$ cat src/rtl/ui_event_capture_pkg.sv
// Shared register map and control-word layout for the key/switch event capture unit.
package ui_event_capture_pkg;

  typedef enum logic [1:0] {
    RegKdata = 2'd0,
    RegKctrl = 2'd1,
    RegSdata = 2'd2,
    RegSctrl = 2'd3
  } reg_sel_e;

  localparam int unsigned RdyBit    = 0;
  localparam int unsigned OvrBit    = 2;
  localparam int unsigned IeBit     = 8;
  localparam int unsigned CtrlWidth = 9;
  localparam int unsigned KeyWidth  = 4;
  localparam int unsigned SwWidth   = 10;

  function automatic logic [CtrlWidth-1:0] ctrl_word(logic rdy, logic ovr, logic ie);
    logic [CtrlWidth-1:0] w;
    w         = '0;
    w[RdyBit] = rdy;
    w[OvrBit] = ovr;
    w[IeBit]  = ie;
    return w;
  endfunction

endpackage

$ cat src/rtl/ui_event_capture_event_channel.sv
// One change-detection channel: previous level, sticky ready/overrun flags and irq enable.
module ui_event_capture_event_channel #(
  parameter int unsigned Width = 4
) (
  input  logic             clk,
  input  logic             reset,
  input  logic [Width-1:0] level,
  input  logic             data_rd,
  input  logic             ctrl_wr,
  input  logic             wr_ie,
  input  logic             wr_ovr,
  output logic [Width-1:0] prev,
  output logic             rdy,
  output logic             ovr,
  output logic             ie,
  output logic             irq_term
);

  logic change;
  assign change   = (level != prev);
  assign irq_term = rdy & ie;

  always_ff @(negedge clk) begin
    if (reset) begin
      prev <= level;
      rdy  <= 1'b0;
      ovr  <= 1'b0;
      ie   <= 1'b0;
    end else begin
      prev <= level;
      if (ctrl_wr) begin
        ie <= wr_ie;
        if (!wr_ovr) ovr <= 1'b0;
      end
      // A change coinciding with a data read is a fresh event, not an overrun;
      // a genuine overrun overrides a same-cycle ovr clear.
      if (change) begin
        if (rdy && !data_rd) ovr <= 1'b1;
        rdy <= 1'b1;
      end else if (data_rd) begin
        rdy <= 1'b0;
      end
    end
  end

endmodule

$ cat src/rtl/ui_event_capture.sv
// Memory-mapped change capture for debounced keys and switches: strobe decode and read mux.
module ui_event_capture
  import ui_event_capture_pkg::*;
#(
  parameter int unsigned DBITS = 32
) (
  input  logic             clk,
  input  logic             reset,
  input  logic [3:0]       keyIn,
  input  logic [9:0]       swIn,
  input  logic             rdEn,
  input  logic             wrtEn,
  input  logic [1:0]       regSel,
  input  logic [DBITS-1:0] in,
  output logic [DBITS-1:0] out,
  output logic             irq
);

  reg_sel_e sel;
  assign sel = reg_sel_e'(regSel);

  logic [KeyWidth-1:0] kprev;
  logic [SwWidth-1:0]  sprev;
  logic krdy, kovr, kie, kirq;
  logic srdy, sovr, sie, sirq;

  logic unused_in;
  assign unused_in = ^{in[DBITS-1:IeBit+1], in[IeBit-1:OvrBit+1], in[OvrBit-1:0]};

  ui_event_capture_event_channel #(
    .Width(KeyWidth)
  ) u_key (
    .clk     (clk),
    .reset   (reset),
    .level   (keyIn),
    .data_rd (rdEn && (sel == RegKdata)),
    .ctrl_wr (wrtEn && (sel == RegKctrl)),
    .wr_ie   (in[IeBit]),
    .wr_ovr  (in[OvrBit]),
    .prev    (kprev),
    .rdy     (krdy),
    .ovr     (kovr),
    .ie      (kie),
    .irq_term(kirq)
  );

  ui_event_capture_event_channel #(
    .Width(SwWidth)
  ) u_sw (
    .clk     (clk),
    .reset   (reset),
    .level   (swIn),
    .data_rd (rdEn && (sel == RegSdata)),
    .ctrl_wr (wrtEn && (sel == RegSctrl)),
    .wr_ie   (in[IeBit]),
    .wr_ovr  (in[OvrBit]),
    .prev    (sprev),
    .rdy     (srdy),
    .ovr     (sovr),
    .ie      (sie),
    .irq_term(sirq)
  );

  assign irq = kirq | sirq;

  always_comb begin
    out = '0;
    if (rdEn) begin
      unique case (sel)
        RegKdata: out[KeyWidth-1:0]  = kprev;
        RegKctrl: out[CtrlWidth-1:0] = ctrl_word(krdy, kovr, kie);
        RegSdata: out[SwWidth-1:0]   = sprev;
        RegSctrl: out[CtrlWidth-1:0] = ctrl_word(srdy, sovr, sie);
        default:  out = '0;
      endcase
    end
  end

endmodule

$ cat config.mk
export PLATFORM = sky130hd
export DESIGN_NAME = ui_event_capture
export DESIGN_NICKNAME = d
export VERILOG_FILES = /design/src/rtl/ui_event_capture_pkg.sv /design/src/rtl/ui_event_capture_event_channel.sv /design/src/rtl/ui_event_capture.sv
export SDC_FILE = /design/constraint.sdc
export NUM_CORES = 1
export LEC_CHECK = 0
export BUFFER_PORTS_ARGS = -buffer_cell sky130_fd_sc_hd__buf_4
export CAP_MARGIN = 40
export CORE_UTILIZATION = 43
export CTS_BUF_LIST = sky130_fd_sc_hd__clkbuf_8
export DETAILED_ROUTE_END_ITERATION = 7
export PLACE_DENSITY = 0.87
export SKIP_CTS_REPAIR_TIMING = 1
export SYNTH_ARGS = -nofsm -noshare
export SYNTH_HDL_FRONTEND = slang
export SYNTH_SLANG_ARGS = --single-unit
$ cat constraint.sdc
create_clock -name clk -period 2.4 [get_ports clk]
set_clock_uncertainty 0.1 [all_clocks]
set_input_delay 0.12 -clock clk [delete_from_list [all_inputs] [get_ports clk]]
set_output_delay 0.12 -clock clk [all_outputs]
set_load 0.005 [all_outputs]
==> results.ini <==
[sta]
maxSlewViolCount=0
worst_slack_ns=-0.3838
rsz0062_at_grt=true
hold_violations=0
setup_viol=4

[global_route]
global_route_usage_over_all_layers=0.1625
grt.overflow.total=0
grt_start_max_net_pins=12
grt_pass1_wl_um=3111
grt_pass1_vias=822
grt_antenna_before_repair=0

[worst_setup_path]
critPathRequiredTime_ns=2.18
end_kind=primary output
timing.critical_path.arrival_ns=2.56
worstSetupPathType=reg2out
path_cells=mux4_2 -> and2_4 -> buf_6
timing.critical_path.slowest_stage_cell=mux4_2
critPathMaxStageDelay_ns=0.45
start_kind=register
crit-reg2reg-launch=u_sw.prev[0]$_DFF_N_
critPathBufInv=1
critPathMaxFanout=2
r2r_setup_slack_ns=1.00
r2r_end=u_sw.ovr$_SDFF_NP0_
worstRegToRegCells=5
timing.critical_path.max_delay_family=multiplexers

[cts]
cts_inserted_buffers=3
insertion_delay_ns=0.34
cts-htree-levels=1
cts-root-to-sink-buffers=2
clk_pin_slew_worst_paths_ns=0.05
tritoncts=done
clock-sinks=20
clk_root_buffer_cell=clkbuf_8

[drt]
avgRoutedWirePerCell_um=10.88
post-route-drc-count=0
drt-pass1-iter-count=6
postRouteAntennaNets=0
via_per_inst=4.454
num_vias=864
drt_wl_total_um=2111
drt-initial-drc-count=9

[placement]
placed_area_um2=1262
dp_slack_ns=-0.08683
placement.io_buffers=32
place.gp.congestion=0.7343

[synthesis]
yosys_warnings=0
synth_seq_area_share=0.3810
synthMostInstantiatedCell=buf_4
post_synth_instance_area_um2=1051
post_synth_main_area_contributors=dfxtp_1, buf_4, xnor2_1, and2_1, xor2_1
synth_common_cells=buf_4, dfxtp_1, xnor2_1
avgSynthCellArea_um2=9.732
yosys_most_used_dff=dfxtp_1
synth.largest_area_cell=dfxtp_1
synth_enable_flop_cells=0
synth-async-reset-ratio=0
synth.ff_latch_count=20
post_synthesis_cell_count=108
yosys.area.top_type_share=0.3810
synth.lib_cells_used.distinct=29

[pwr]
cell_pwr_density_nw_per_um2=608.4
static-leakage-power_nw=0.7324
power.ir.vdd_worst_mv=0.5943

[final_layout]
layout.filler_cells=182
syn2layout_area_growth_pct=33.93
final_core_util=0.6243
final_design_area_no_fill_um2=1408
antenna_cells=0
nets=219
post_route_cells_drive_above_1_share=0.3554

[floorplanning]
dieHeight_um=51.44
core_um2=2255
io_pins=85
floorplan.rows=17
die-width_um=51.44
dieArea_um2=2646
initial_utilization=0.4661

[hold_path]
worstHoldPathType=reg2reg
hold_depth=2
worst_hold_path.endpoint=u_key.ie$_SDFFE_NP0P_
holdCritStartpoint=u_key.ie$_SDFFE_NP0P_

[outcome]
run_status=finished with violations
failed_checks=setup timing

[flow_run]
cap_violations=0

how the worst max path moves through the flow:
stage	from	endpoint	slack, ns	cells past startpoint
after global placement	u_sw.prev[0]$_DFF_N_	out[0]	-0.08	3
after floorplan	u_sw.prev[0]$_DFF_N_	out[0]	0.05	2
after detailed placement	u_key.rdy$_SDFFE_NP0P_	out[0]	-0.09	3
after global routing	u_key.rdy$_SDFFE_NP0P_	out[0]	-0.43	3
after CTS	u_sw.prev[0]$_DFF_N_	out[0]	-0.44	3
final	u_sw.rdy$_SDFFE_NP0P_	out[0]	-0.38	3
where the power goes:
group          leakage (nW)  total (mW)  switching [mW]  internal, mW
Sequential            0.169       0.367          0.0113         0.355
Clock                 0.128       0.354           0.195         0.159
Combinational         0.435       0.136          0.0580        0.0780
per-stage QoR:
step	instances	TNS [ns]	hold WS (ns)	total power [mW]
after floorplan	129	0	0.2431	0.5151
after global placement	171	-0.1267	0.3589	0.5451
after detailed placement	171	-0.1566	0.3669	0.5512
after CTS	194	-1.279	0.3726	0.8604
after global routing	194	-1.388	0.3960	0.9197
final	194	-1.122	0.3874	0.8564
flip-flops by register name (all words and copies together), names as in the netlist:
signal	count
u_sw.ie	1
u_key.ovr	1
u_sw.rdy	1
u_key.prev	4
u_sw.prev	10
u_key.rdy	1
u_sw.ovr	1
u_key.ie	1
worst reg2reg max path, cell delays in order, from the launching register on:
cell and delay [ns]:
dfxtp_1 0.31, buf_4 0.13, xnor2_1 0.13, nand4_1 0.15, o311ai_1 0.31, a21oi_1 0.14
placed cells by master (no fill, tap or decap), types with 3 or more instances in the layout:
cell type,count
buf_4,36
inv_1,22
conb_1,22
dfxtp_1,12
xnor2_1,10
dfxtp_2,8
and2_1,6
nand2_1,5
a21oi_1,4
nor2_1,4
xor2_1,4
mux2i_1,3
o21ai_0,3
clkbuf_8,3
cell families after synthesis:
| group | Yosys count | synth area share |
|---|---|---|
| xor gates and xnor gates | 14 | 0.1167 |
| buffers and inverters | 27 | 0.1893 |
| muxes | 6 | 0.08572 |
| DFF | 20 | 0.3809 |
| other | 1 | 0.003568 |
| AOI/OAI and AO/OA | 11 | 0.06190 |
| and+or+nand+nor | 29 | 0.1619 |
metal layers:
metal / share of wire / up-vias / wire length (um) / GRT usage
li1: - / 426 / - / -
met3: 0.073 / 5 / 155 / 0.05060
met1: 0.39 / 381 / 831 / 0.1599
met5: 0 / - / 0 / 0
met2: 0.51 / 52 / 1087 / 0.2749
met4: 0.017 / 0 / 36 / 0.1351
area by class of cell:
| type | instances | area [um^2] | area share |
|---|---|---|---|
| clock buffer | 3 | 41.29 | 0.02933 |
| clock inverter | 21 | 80.08 | 0.05689 |
| inverter | 2 | 7.507 | 0.005333 |
| multi-input combinational | 82 | 540.5 | 0.3840 |
| sequential | 20 | 410.4 | 0.2916 |
| tap | 28 | 35.03 | 0.02489 |
| timing repair buffer | 38 | 292.8 | 0.2080 |
No activity file was read; power rests on OpenSTA's default activity.
